### src/rtl/countdown_timer.sv
// countdown_timer: loadable down-counter with one-cycle expiry pulse,
// optional auto-reload and a saturating count of expiries.
module countdown_timer #(
    parameter int WIDTH  = 4,
    parameter int PCNT_W = 8
) (
    input  logic              clk,
    input  logic              rst_n,
    input  logic              load,
    input  logic [WIDTH-1:0]  data,
    input  logic              start,
    input  logic              pause,
    input  logic              stop,
    input  logic              auto_reload,
    output logic [WIDTH-1:0]  count,
    output logic              busy,
    output logic              done,
    output logic [PCNT_W-1:0] periods
);
    typedef enum logic [1:0] {IDLE, RUN, RELOAD} state_t;
    state_t           state, state_n;
    logic [WIDTH-1:0] reload, reload_n, count_n;
    logic             expire;

    always_comb begin
        state_n  = state;
        count_n  = count;
        reload_n = reload;
        expire   = 1'b0;
        if (stop) begin
            state_n = IDLE;
        end else if (load) begin
            count_n  = data;
            reload_n = data;
            if (state == IDLE && start) begin
                expire  = (data == '0);
                state_n = expire ? IDLE : RUN;
            end else if (state == RELOAD) begin
                state_n = RUN;
            end
        end else begin
            case (state)
                IDLE: if (start) begin
                    expire  = (count == '0);
                    state_n = expire ? IDLE : RUN;
                end
                // a zero count in RUN (only reachable via a zero load) expires rather than wraps
                RUN: if (!pause) begin
                    expire  = (count <= WIDTH'(1));
                    count_n = expire ? '0 : count - 1'b1;
                    if (expire) state_n = (auto_reload && reload != '0) ? RELOAD : IDLE;
                end
                RELOAD: begin
                    count_n = reload;
                    state_n = RUN;
                end
                default: state_n = IDLE;
            endcase
        end
    end

    always_ff @(posedge clk or negedge rst_n) begin
        if (!rst_n) begin
            state   <= IDLE;
            count   <= '0;
            reload  <= '0;
            busy    <= 1'b0;
            done    <= 1'b0;
            periods <= '0;
        end else begin
            state  <= state_n;
            count  <= count_n;
            reload <= reload_n;
            busy   <= (state_n != IDLE);
            done   <= expire;
            if (expire && periods != '1) periods <= periods + 1'b1;
        end
    end
endmodule

### config.mk
export PLATFORM = sky130hd
export DESIGN_NAME = countdown_timer
export DESIGN_NICKNAME = d
export VERILOG_FILES = /design/src/rtl/countdown_timer.sv
export SDC_FILE = /design/constraint.sdc
export NUM_CORES = 1
export LEC_CHECK = 0
export CAP_MARGIN = 30
export CELL_PAD_IN_SITES_DETAIL_PLACEMENT = 0
export CELL_PAD_IN_SITES_GLOBAL_PLACEMENT = 1
export CORE_MARGIN = 3
export CORE_UTILIZATION = 35
export CTS_CLUSTER_SIZE = 14
export DETAILED_ROUTE_END_ITERATION = 6
export PLACE_DENSITY_LB_ADDON = 0.15
export SYNTH_ARGS = -nofsm -noshare
export SYNTH_HDL_FRONTEND = slang
export SYNTH_SLANG_ARGS = --single-unit
### constraint.sdc
create_clock -name clk -period 3.58 [get_ports clk]
set_clock_uncertainty 0.1 [all_clocks]
set_input_delay 0.716 -clock clk [delete_from_list [all_inputs] [get_ports clk]]
set_output_delay 0.716 -clock clk [all_outputs]
set_load 0.05 [all_outputs]
=== After elaboration in Yosys (flattened, before gate mapping) ===
Index checks and enable logic that the tools add are counted.

* Magnitude comparators: 1
* Bitwise logic cells: 1
* Eq/ne operators: 4
* Reduce and logical (&&, ||, !) cells: 11
* Add/sub/neg operators: 2
* Mux-type cells: 21

{| class="wikitable"
|+ Operators by type and width
! kind !! count
|-
| two-way mux 2 bit || 8
|-
| two-way mux 4 bit || 3
|-
| adder 8 x 1 -> 8 bit, second input constant || 1
|-
| logical NOT 4 bit || 2
|-
| inequality test 8 bit, second input constant || 1
|-
| case mux 4 bit (2 select lines) || 1
|-
| two-way mux 1 bit || 7
|-
| case mux 2 bit (3 select lines) || 1
|-
| less-or-equal comparator 4 x 1 -> 1 bit, second input constant || 1
|-
| nonzero test 4 bit || 1
|-
| subtractor 4 x 1 -> 4 bit, second input constant || 1
|-
| logical AND 1 bit || 3
|-
| inequality test 3 bit, second input constant || 1
|-
| AND reduction 3 bit || 1
|-
| nonzero test 3 bit || 1
|-
| == test 2 x 1 -> 1 bit, second input constant || 1
|-
| == test 2 bit, second input constant || 1
|-
| logical NOT 2 bit || 1
|-
| case mux 1 bit (2 select lines) || 1
|-
| AND reduction 2 bit || 1
|-
| nonzero test 2 bit || 1
|-
| NOT 1 bit || 1
|}

* Logic and storage cells: 46
* Output and inout bits: 14
* Register bits after elaboration: 20

=== Longest topological paths before layout ===
Gate-level depths: netlist of run 1.

* Depth after elaboration: 9
* Depth in mapped cells: 7
* Mapped depth without buffers: 7

=== Least setup slack after synthesis of run 1 ===
OpenSTA, ideal clock, no wires.

* Kind: input to register
* From: input data[0]
* To: register periods[1]
* Required time: 3.355 ns
* Cell stages on the path: 5
* Slack: 1.083 ns
* Arrival time: 2.272 ns
* Setup time: 0.125 ns
* Buffers on the path: 0
* Path through: or4_4 -> or4_4 -> nor2_8 -> nor2_4 -> mux2_4

* Longest elaborated chain between the ends: 5

{| class="wikitable"
|+ Ends and longest elaborated chain
! what !! RTL line !! RTL
|-
| from (decl) || 10 || <nowiki>input logic [WIDTH-1:0] data,</nowiki>
|-
| logical NOT 4 bit || 36 || <nowiki>expire = (data == '0);</nowiki>
|-
| two-way mux 1 bit || 35 || <nowiki>if (state == IDLE && start) begin</nowiki>
|-
| two-way mux 1 bit || 32 || <nowiki>end else if (load) begin</nowiki>
|-
| two-way mux 1 bit || 30 || <nowiki>if (stop) begin</nowiki>
|-
| logical AND 1 bit || 76 || <nowiki>if (expire && periods != '1) periods <= periods + 1'b1;</nowiki>
|-
| to (signal assigned) || 76 ||
|-
| to (decl) || 18 || <nowiki>output logic [PCNT_W-1:0] periods</nowiki>
|}

Every way passes these cells.
A chain may end at the register's enable or synchronous reset.

=== Worst setup path in the final report of run 1 ===
Ends and elaborated chain as after synthesis.

==> run metrics, run 1 <==
nature of the critical path endpoint flip-flop; CP arrival 2.80 ns; share of the synthesized area in the top cell type 0.4353; DR WL/cell 13.71 µm; vias in the first global route 928; chip height 63.32 µm; Clock Tree Buf Depth 2; Yosys cell types 40; Crit Path Category primary input to flip-flop; CP Max Fanout 7; Final Max Tran Viols 0; drt total wl 2.537 mm; Critical Path Source data[0]; CTS Sinks 20; Req. time, crit path 3.66 ns; Core ar. 3103 µm²; Final Util 0.4742; hpwl dp 1.914 mm; Max VDD drop 0.3316 mV; Fmax 0.3686 GHz; R2R depth 7; Slew @ Worst Pin 0.8993 ns; top cells by area, synth dfrtp_1 (44%), xnor2_1 (5.3%), ha_1 (4.4%), mux2_2 (3.9%), nand2_1 (3.3%); Vias per Instance 5.076; hold buffers post-CTS 0; Die Wd 63.32 µm; total number of vias 939; CTS tree built; FP Rows 20; reg-to-reg startpoint count[0]; number of primary I/O pins 25; register area share after synthesis 0.4353; async set-or-reset flop fraction in the synthesized netlist 1.000; first-pass GRT wire length 4.491 mm; Final Setup Violations 0; Post-CTS Setup Repair Bufs 0; Yosys warnings 0; CTS root buf clkbuf_4; RePlAce Congestion 0.7610; Antenna Violating Nets Remaining 0; RSZ-0062 raised after global routing no; Sum Neg Setup Slack 0 ns; status completed; worst hold path class flip-flop to flip-flop; post-place setup slack 0.5506 ns; Yosys top cell by area dfrtp_1; design area 1471 µm²; Slew headroom 0.3986; area of placed instances 1449 µm²; crit path to periods[1]; initial core utilization 0.3706; Pre-antenna DRT Iters 5; post-synthesis cell area 1150 µm²; Max Cap Viol 0; Port Buf Inserts 24; P&R area growth vs syn 27.97%; post-layout minimum cycle time 2.713 ns; Most used DFF post-synth dfrtp_1; Mapped Nets 129; Lkg Pwr 0.5926 nW; H-tree depth 1; R2R Path End periods[1]; startpoint types primary input; Ant. Diodes 0; initial antenna violation count 0; clock latency reported for the late side of the worst-skew pair 0.30 ns; EDFF count, synth 0; cts repair resizes 0; clk slew on worst S/H paths 0.11 ns; GRT Resource Usage Total 0.1400; synthesized area per cell 10.09 µm²; # DRC 0; final net count 158; Die ar. 4009 µm²; r2r setup slk 1.52 ns; Yosys reg bits 20; Mapped Cells 114; gr ovfl total 0; Final Hold Fails 0; largest net degree at the start of global routing 21; final setup margin 0.8669 ns; number of DRC markers in iteration 0 50; CTS buffer count 3; Period Utilization, post-route 0.7579; layout cells sized above 1 0.1206; total power per unit cell area 505.1 nW/µm²
-- cell type report --
cell class | instances | area, µm²
repair buffers | 26 | 255.2
multi-input cells | 87 | 619.3
clock buffers | 3 | 22.52
inverters | 5 | 18.77
fillers | 332 | 1632
flip-flops and latches | 20 | 500.5
well taps | 44 | 55.05
-- report_power, final --
| part | internal [W] | leakage (nW) | switching (W) |
|---|---|---|---|
| Combinational | 0.000130 | 0.321 | 0.000193 |
| Clock | 0.0000392 | 0.0138 | 0.0000660 |
| Sequential | 0.000263 | 0.258 | 0.0000511 |
-- synthesized netlist by cell type (2+ instances only) --
cell type and number:
o2111ai_1 2, nand3_1 3, or4_4 2, o31ai_1 3, a221oi_1 2, xnor2_1 7
nor2_1 9, nand3b_1 2, o22ai_1 2, o21ai_0 4, a211oi_1 2, a21oi_1 4
nor2b_1 2, nand2_1 10, nand2b_1 2, o21ai_1 3, ha_1 4, nor3_1 2
inv_1 5, dfrtp_1 20, mux2_2 4, or4_1 2
-- worst max-delay path: stages --
cell	delay, ns
clkdlybuf4s50_1	0.45
or4_4	0.55
or4_4	0.54
nor2_8	0.19
nor2_4	0.05
mux2_4	0.30
-- flip-flops by register name, summed over array words and instances (netlist names) --
| name | cells |
|---|---|
| periods | 8 |
| reload | 4 |
| count | 4 |
| done | 1 |
| busy | 1 |
| state | 2 |
-- cell usage in the layout (no fill, tap or decap), types with 3 or more instances in the layout --
master and n:
clkdlybuf4s50_1 24, a21oi_1 4, xnor2_1 7, o31ai_1 3
clkbuf_4 3, ha_1 4, nor2_1 9, inv_1 5
o21ai_1 3, nand3_1 3, mux2_2 4, dfrtp_1 20
nand2_1 10, o21ai_0 4
-- per-stage QoR --
| stage | power (W) | hold slack, ns | instances |
|---|---|---|---|
| 2_1_floorplan | 0.0005299 | 0.3204 | 114 |
| 3_3_place_gp | 0.0006421 | 0.3943 | 182 |
| 3_5_place_dp | 0.0006437 | 0.4056 | 182 |
| 4_1_cts | 0.0007527 | 0.4238 | 185 |
| 5_1_grt | 0.0007989 | 0.4411 | 185 |
| 6_report | 0.0007431 | 0.4177 | 185 |
-- metal layers --
metal / wire length [µm] / GRT usage / vias up / part of all wire
met2: 1050 / 0.1950 / 20 / 0.41
li1: - / - / 468 / -
met1: 1340 / 0.2081 / 449 / 0.53
met5: 0 / 0 / - / 0
met3: 128 / 0.04635 / 2 / 0.050
met4: 19 / 0.03235 / 0 / 0.0075
-- worst min path at each step --
stage	from	end	slack, ns	cells after the start
6_report	periods[7]	periods[7]	0.42	1
5_1_grt	periods[7]	periods[7]	0.44	1
4_1_cts	periods[7]	periods[7]	0.42	1
3_5_place_dp	periods[7]	periods[7]	0.41	1
3_3_place_gp	periods[7]	periods[7]	0.39	1
2_1_floorplan	rst_n	busy	0.32	0
-- cell families after synthesis --
family          count (synthesis)  synth area share
simple gates                   44            0.2307
compound gates                 26            0.1513
flops                          20            0.4353
xor+xnor                        8           0.06094
buf+inv                         7           0.02612
mux                             5           0.05222
fa+ha+maj                       4           0.04353
Power figures use the tool's default switching activity.
==> inputs of run 2 (changes only) <==
==> constraint.sdc (replaced) <==
create_clock -name clk -period 2.5 [get_ports clk]
set_clock_uncertainty 0.1 [all_clocks]
set_input_delay 0.5 -clock clk [delete_from_list [all_inputs] [get_ports clk]]
set_output_delay 0.5 -clock clk [all_outputs]
set_load 0.05 [all_outputs]
==> run metrics, run 2 (same netlist as run 1, synthesis figures left out) <==
status completed; Cells after DPL 190 (+4.4%); Max VDD drop 0.4346 mV (+31%); Largest Register periods; Port Buf Inserts 24 (unchanged); startpoint types primary input; Max Cap Viol 0 (unchanged); total power per unit cell area 763.6 nW/µm² (+51%); r2r setup slk 0.41 ns (-1.11 ns); cell depth of the worst setup path 6 (unchanged); RePlAce Congestion 0.8612 (+13%); Final Setup Violations 0 (unchanged); Pre-antenna DRT Iters 5 (unchanged); Ant. Diodes 0 (unchanged); cts repair resizes 0 (unchanged); clock latency reported for the late side of the worst-skew pair 0.30 ns (about the same); H-tree depth 1 (unchanged); R2R Path End busy; slowest stage cell, crit path or4_4; chip height 63.32 µm (unchanged); CP Max Fanout 7 (unchanged); GRT Resource Usage Total 0.1402 (+0.0002180); Final Max Tran Viols 0 (unchanged); gr ovfl total 0 (unchanged); clk slew on worst S/H paths 0.12 ns (about the same); Die ar. 4009 µm² (unchanged); worst hold path class flip-flop to flip-flop; # DRC 0 (unchanged); RSZ-0062 raised after global routing no; vias in the first global route 989 (+6.6%); FP Rows 20 (unchanged); layout cells sized above 1 0.1733 (+0.05277); largest net degree at the start of global routing 21 (unchanged); final net count 166 (+5.1%); Bufs and invs on worst path 1 (unchanged); Post-CTS Setup Repair Bufs 0 (unchanged); Die Wd 63.32 µm (unchanged); CTS tree built; number of primary I/O pins 25 (unchanged); CP arrival 2.57 ns (-0.23 ns); CTS Sinks 20 (unchanged); Core ar. 3103 µm² (unchanged); Slew headroom 0.6613 (+0.2627); hpwl dp 2.015 mm (+5.3%); number of DRC markers in iteration 0 45 (-10%); drt total wl 2.582 mm (+1.8%); Most common cell on crit path or4_4; hold buffers post-CTS 0 (unchanged); Largest stage delay, worst path 0.55 ns (about the same); Fmax 0.4056 GHz; Top delay family on crit path simple AND/OR/NAND/NOR gates; R2R depth 7 (unchanged); DR WL/cell 13.31 µm (-2.9%); P&R area growth vs syn 35.80%; nature of the critical path endpoint flip-flop; Layout Cells excl Fill 194 (+4.9%); post-layout minimum cycle time 2.466 ns; Period Utilization, post-route 0.9863; Critical Path Source data[0]; most common cell after layout, fill and taps aside clkdlybuf4s50_1; Vias per Instance 5.000 (-1.5%); crit path to periods[1]; first-pass GRT wire length 4.533 mm (+0.94%); top flop regs periods (8), count (4), reload (4); reg-to-reg startpoint count[0]; total number of vias 970 (+3.3%); Lkg Pwr 0.6449 nW (+8.8%); Req. time, crit path 2.60 ns (-1.06 ns); CTS buffer count 3 (unchanged); Crit Path Category primary input to flip-flop; total power 0.001192 W (+60%); initial core utilization 0.3706 (unchanged); crit-path cells clkdlybuf4s50_1 > or4_4 > or4_4 > nor2_8 > nor2_4 > mux2_4; Antenna Violating Nets Remaining 0 (unchanged); initial antenna violation count 0 (unchanged); Slew @ Worst Pin 0.5065 ns (-0.3928 ns); Clock Tree Buf Depth 2 (unchanged); CTS root buf clkbuf_4; most frequent cells in the layout clkdlybuf4s50_1 (24), dfrtp_1 (20), nand2_1 (10), buf_4 (10), nor2_1 (9); Final Hold Fails 0 (unchanged); max reg flops 8 (unchanged)
==> run 2: changes by cell type in the layout (fill, tap and decap cells not counted), sizes merged <==
cell	delta
buf	+8
bufinv	+1
==> run 2: worst min path at each step <==
stage               start         end  cells past startpoint
6_report       periods[7]  periods[7]                      1
5_1_grt             rst_n    state[1]                      2
4_1_cts             rst_n    state[1]                      2
3_5_place_dp   periods[7]  periods[7]                      1
3_3_place_gp   periods[7]  periods[7]                      1
2_1_floorplan       rst_n        busy                      0
==> run 2: cell type report <==
cell class                 instances  area, µm²
multi-input combinational         87      619.3
timing repair buffer              34      315.3
tap                               44      55.05
sequential                        20      500.5
clock buffer                       3      22.52
inverter                           5      18.77
clock inverter                     1      30.03
fill                             318       1541
==> run 2: per-layer routing <==
layer	wire length, µm	vias to the layer above	global-route usage
met4	25	0	0.03774
met5	0	-	0
met3	147	4	0.03565
met2	1143	26	0.2174
li1	-	486	-
met1	1265	454	0.1940
==> run 2: per-stage QoR <==
step | util | worst slack [ns] | TNS [ns] | area (µm²) | hold slack, ns
CTS | 0.5032 | 0.05523 | 0 | 1562 | 0.4156
detailed placement | 0.4863 | -0.2850 | -1.566 | 1509 | 0.3975
finish | 0.5032 | 0.03436 | 0 | 1562 | 0.4128
global placement | 0.4863 | -0.2577 | -1.389 | 1509 | 0.3957
global route | 0.5032 | 0.003670 | 0 | 1562 | 0.4159
floorplan | - | 0.2194 | 0 | 1150 | 0.1044
==> run 2: report_power, final <==
part	internal, W	switching [W]
sequential	0.000377	0.0000739
combinational	0.000195	0.000279
clock	0.000162	0.000105
==> variant, RTL diff (config.mk and constraints of run 2) <==
The parameter `PCNT_W` goes from 8 to 9.
--- a/src/rtl/countdown_timer.sv
+++ b/src/rtl/countdown_timer.sv
@@ -2,7 +2,7 @@
 // optional auto-reload and a saturating count of expiries.
 module countdown_timer #(
     parameter int WIDTH  = 4,
-    parameter int PCNT_W = 8
+    parameter int PCNT_W = 9
 ) (
     input  logic              clk,
     input  logic              rst_n,
Ports: changed (resized periods); port bits go from 25 to 26. No check against the original RTL was run, so the function may have changed too.
==> variant against run 2 <==
Clock power fell by 37%; setup slack improved by 210 ps; wire length rose by 1.3%; final area rose by 4.2%; critical endpoint is now periods[2]; sequential cell count rose by 1; utilization rose by 0.46 points; power fell by 3.6%; synthesized area rose by 6.4%.
==> variant: results (changes against run 2) <==
| Metric | Value |
|---|---|
| Status | finished, final reports clean |
| Combinational Power Share | 45.6% (+5.8 points) |
| GRT met1 Usage | 20.1% (+0.69 points) |
| Slowest stage cell, crit path | or3b_2 |
| DR WL/cell | 13.3 um (-0.26%) |
| Hold endpoint | periods[6] |
| Worst reg-to-reg setup slack | 250 ps (-160 ps) |
| GPL Wtd Cong | 0.784 (-9.0%) |
| Max incr delay on CP | 470 ps (-80 ps) |
| First-pass GRT wire length | 4630 um (+2.1%) |
| Fin Hold WS | 413 ps (+0.272 ps) |
| Max IR drop VDD | 328 uV (-24%) |
| Share of cells above drive strength 1 | 19.6% (+2.3 points) |
| Max FO, Critical Path | 6 (-1) |
| Router iterations before antenna repair | 3 (-2) |
| Clock power share | 14.7% (-7.7 points) |
| Cells on worst reg2reg path | 8 (+1) |
| WL met3 | 94 um (-36%) |
| Crit Reg-Reg Endpoint | periods[2] |
| IO buf count | 25 (+4.2%) |
| Largest net degree at the start of global routing | 22 (+4.8%) |
| Cell Count, Final, Fillers Out | 197 (+1.5%) |
| Synth top cells by count | dfrtp_1, nand2_1, nor2_1 |
| Sw Share | 42.3% (+3.8 points) |
| Syn_area_per_cell | 10.5 um2 (+4.6%) |
| Vias in the first global route | 987 (-0.20%) |
| Placed insts | 193 (+1.6%) |
| P_leak | 0.697 nW (+8.1%) |
| GR Util met2 | 20.6% (-1.2 points) |
variant: cell count changes in the layout (fill, tap and decap cells not counted), sizes merged, moves of 3 or more:
cell,run 2,this run
xnor2,7,2
xor2,1,6
nor2,11,8
or3b,0,3
or4,4,1
variant: critical path, delay by kind of cell (launching register included):
kind / cells / cell delay [ps]
adder cells (fa/ha/maj): 1 / 130
AO/OA/AOI/OAI: 2 / 410
AND/OR/NAND/NOR: 2 / 610
buffers and inverters: 2 / 280
flip-flops: 1 / 460
XOR/XNOR: 1 / 190
variant: through the flow:
stage / worst slack, ps / total power [mW]
floorplan: 112 / 0.806
global placement: -9.58 / 0.991
detailed placement: -25.2 / 0.993
CTS: 225 / 1.16
global route: 82.9 / 1.23
finish: 246 / 1.15
variant: layout make-up:
class	count	area [um2]	area share, %
multi-input cells	86	663	40.8
clock inverters	1	5.00	0.308
well taps	44	55.1	3.38
inverters	6	22.5	1.38
repair buffers	36	333	20.5
flip-flops and latches	21	526	32.3
clock buffers	3	22.5	1.38
variant: worst max-delay path by stage:
stage	startpoint	endpoint	slack, ps
after CTS	count[0]	periods[8]	230
after floorplan	count[0]	periods[1]	110
after global routing	count[0]	periods[8]	80
final	count[0]	periods[2]	250
after global placement	start	periods[8]	-10
after detailed placement	pause	periods[8]	-30
variant: logic make-up after synthesis:
| group | count (synthesis) | share of synthesized area (%) |
|---|---|---|
| AND/OR/NAND/NOR | 40 | 18.9 |
| multiplexers | 7 | 6.44 |
| AO/OA/AOI/OAI | 26 | 18.0 |
| buffers and inverters | 9 | 2.86 |
| XOR/XNOR | 8 | 5.73 |
| adder cells (fa/ha/maj) | 5 | 5.11 |
| flip-flops | 21 | 42.9 |
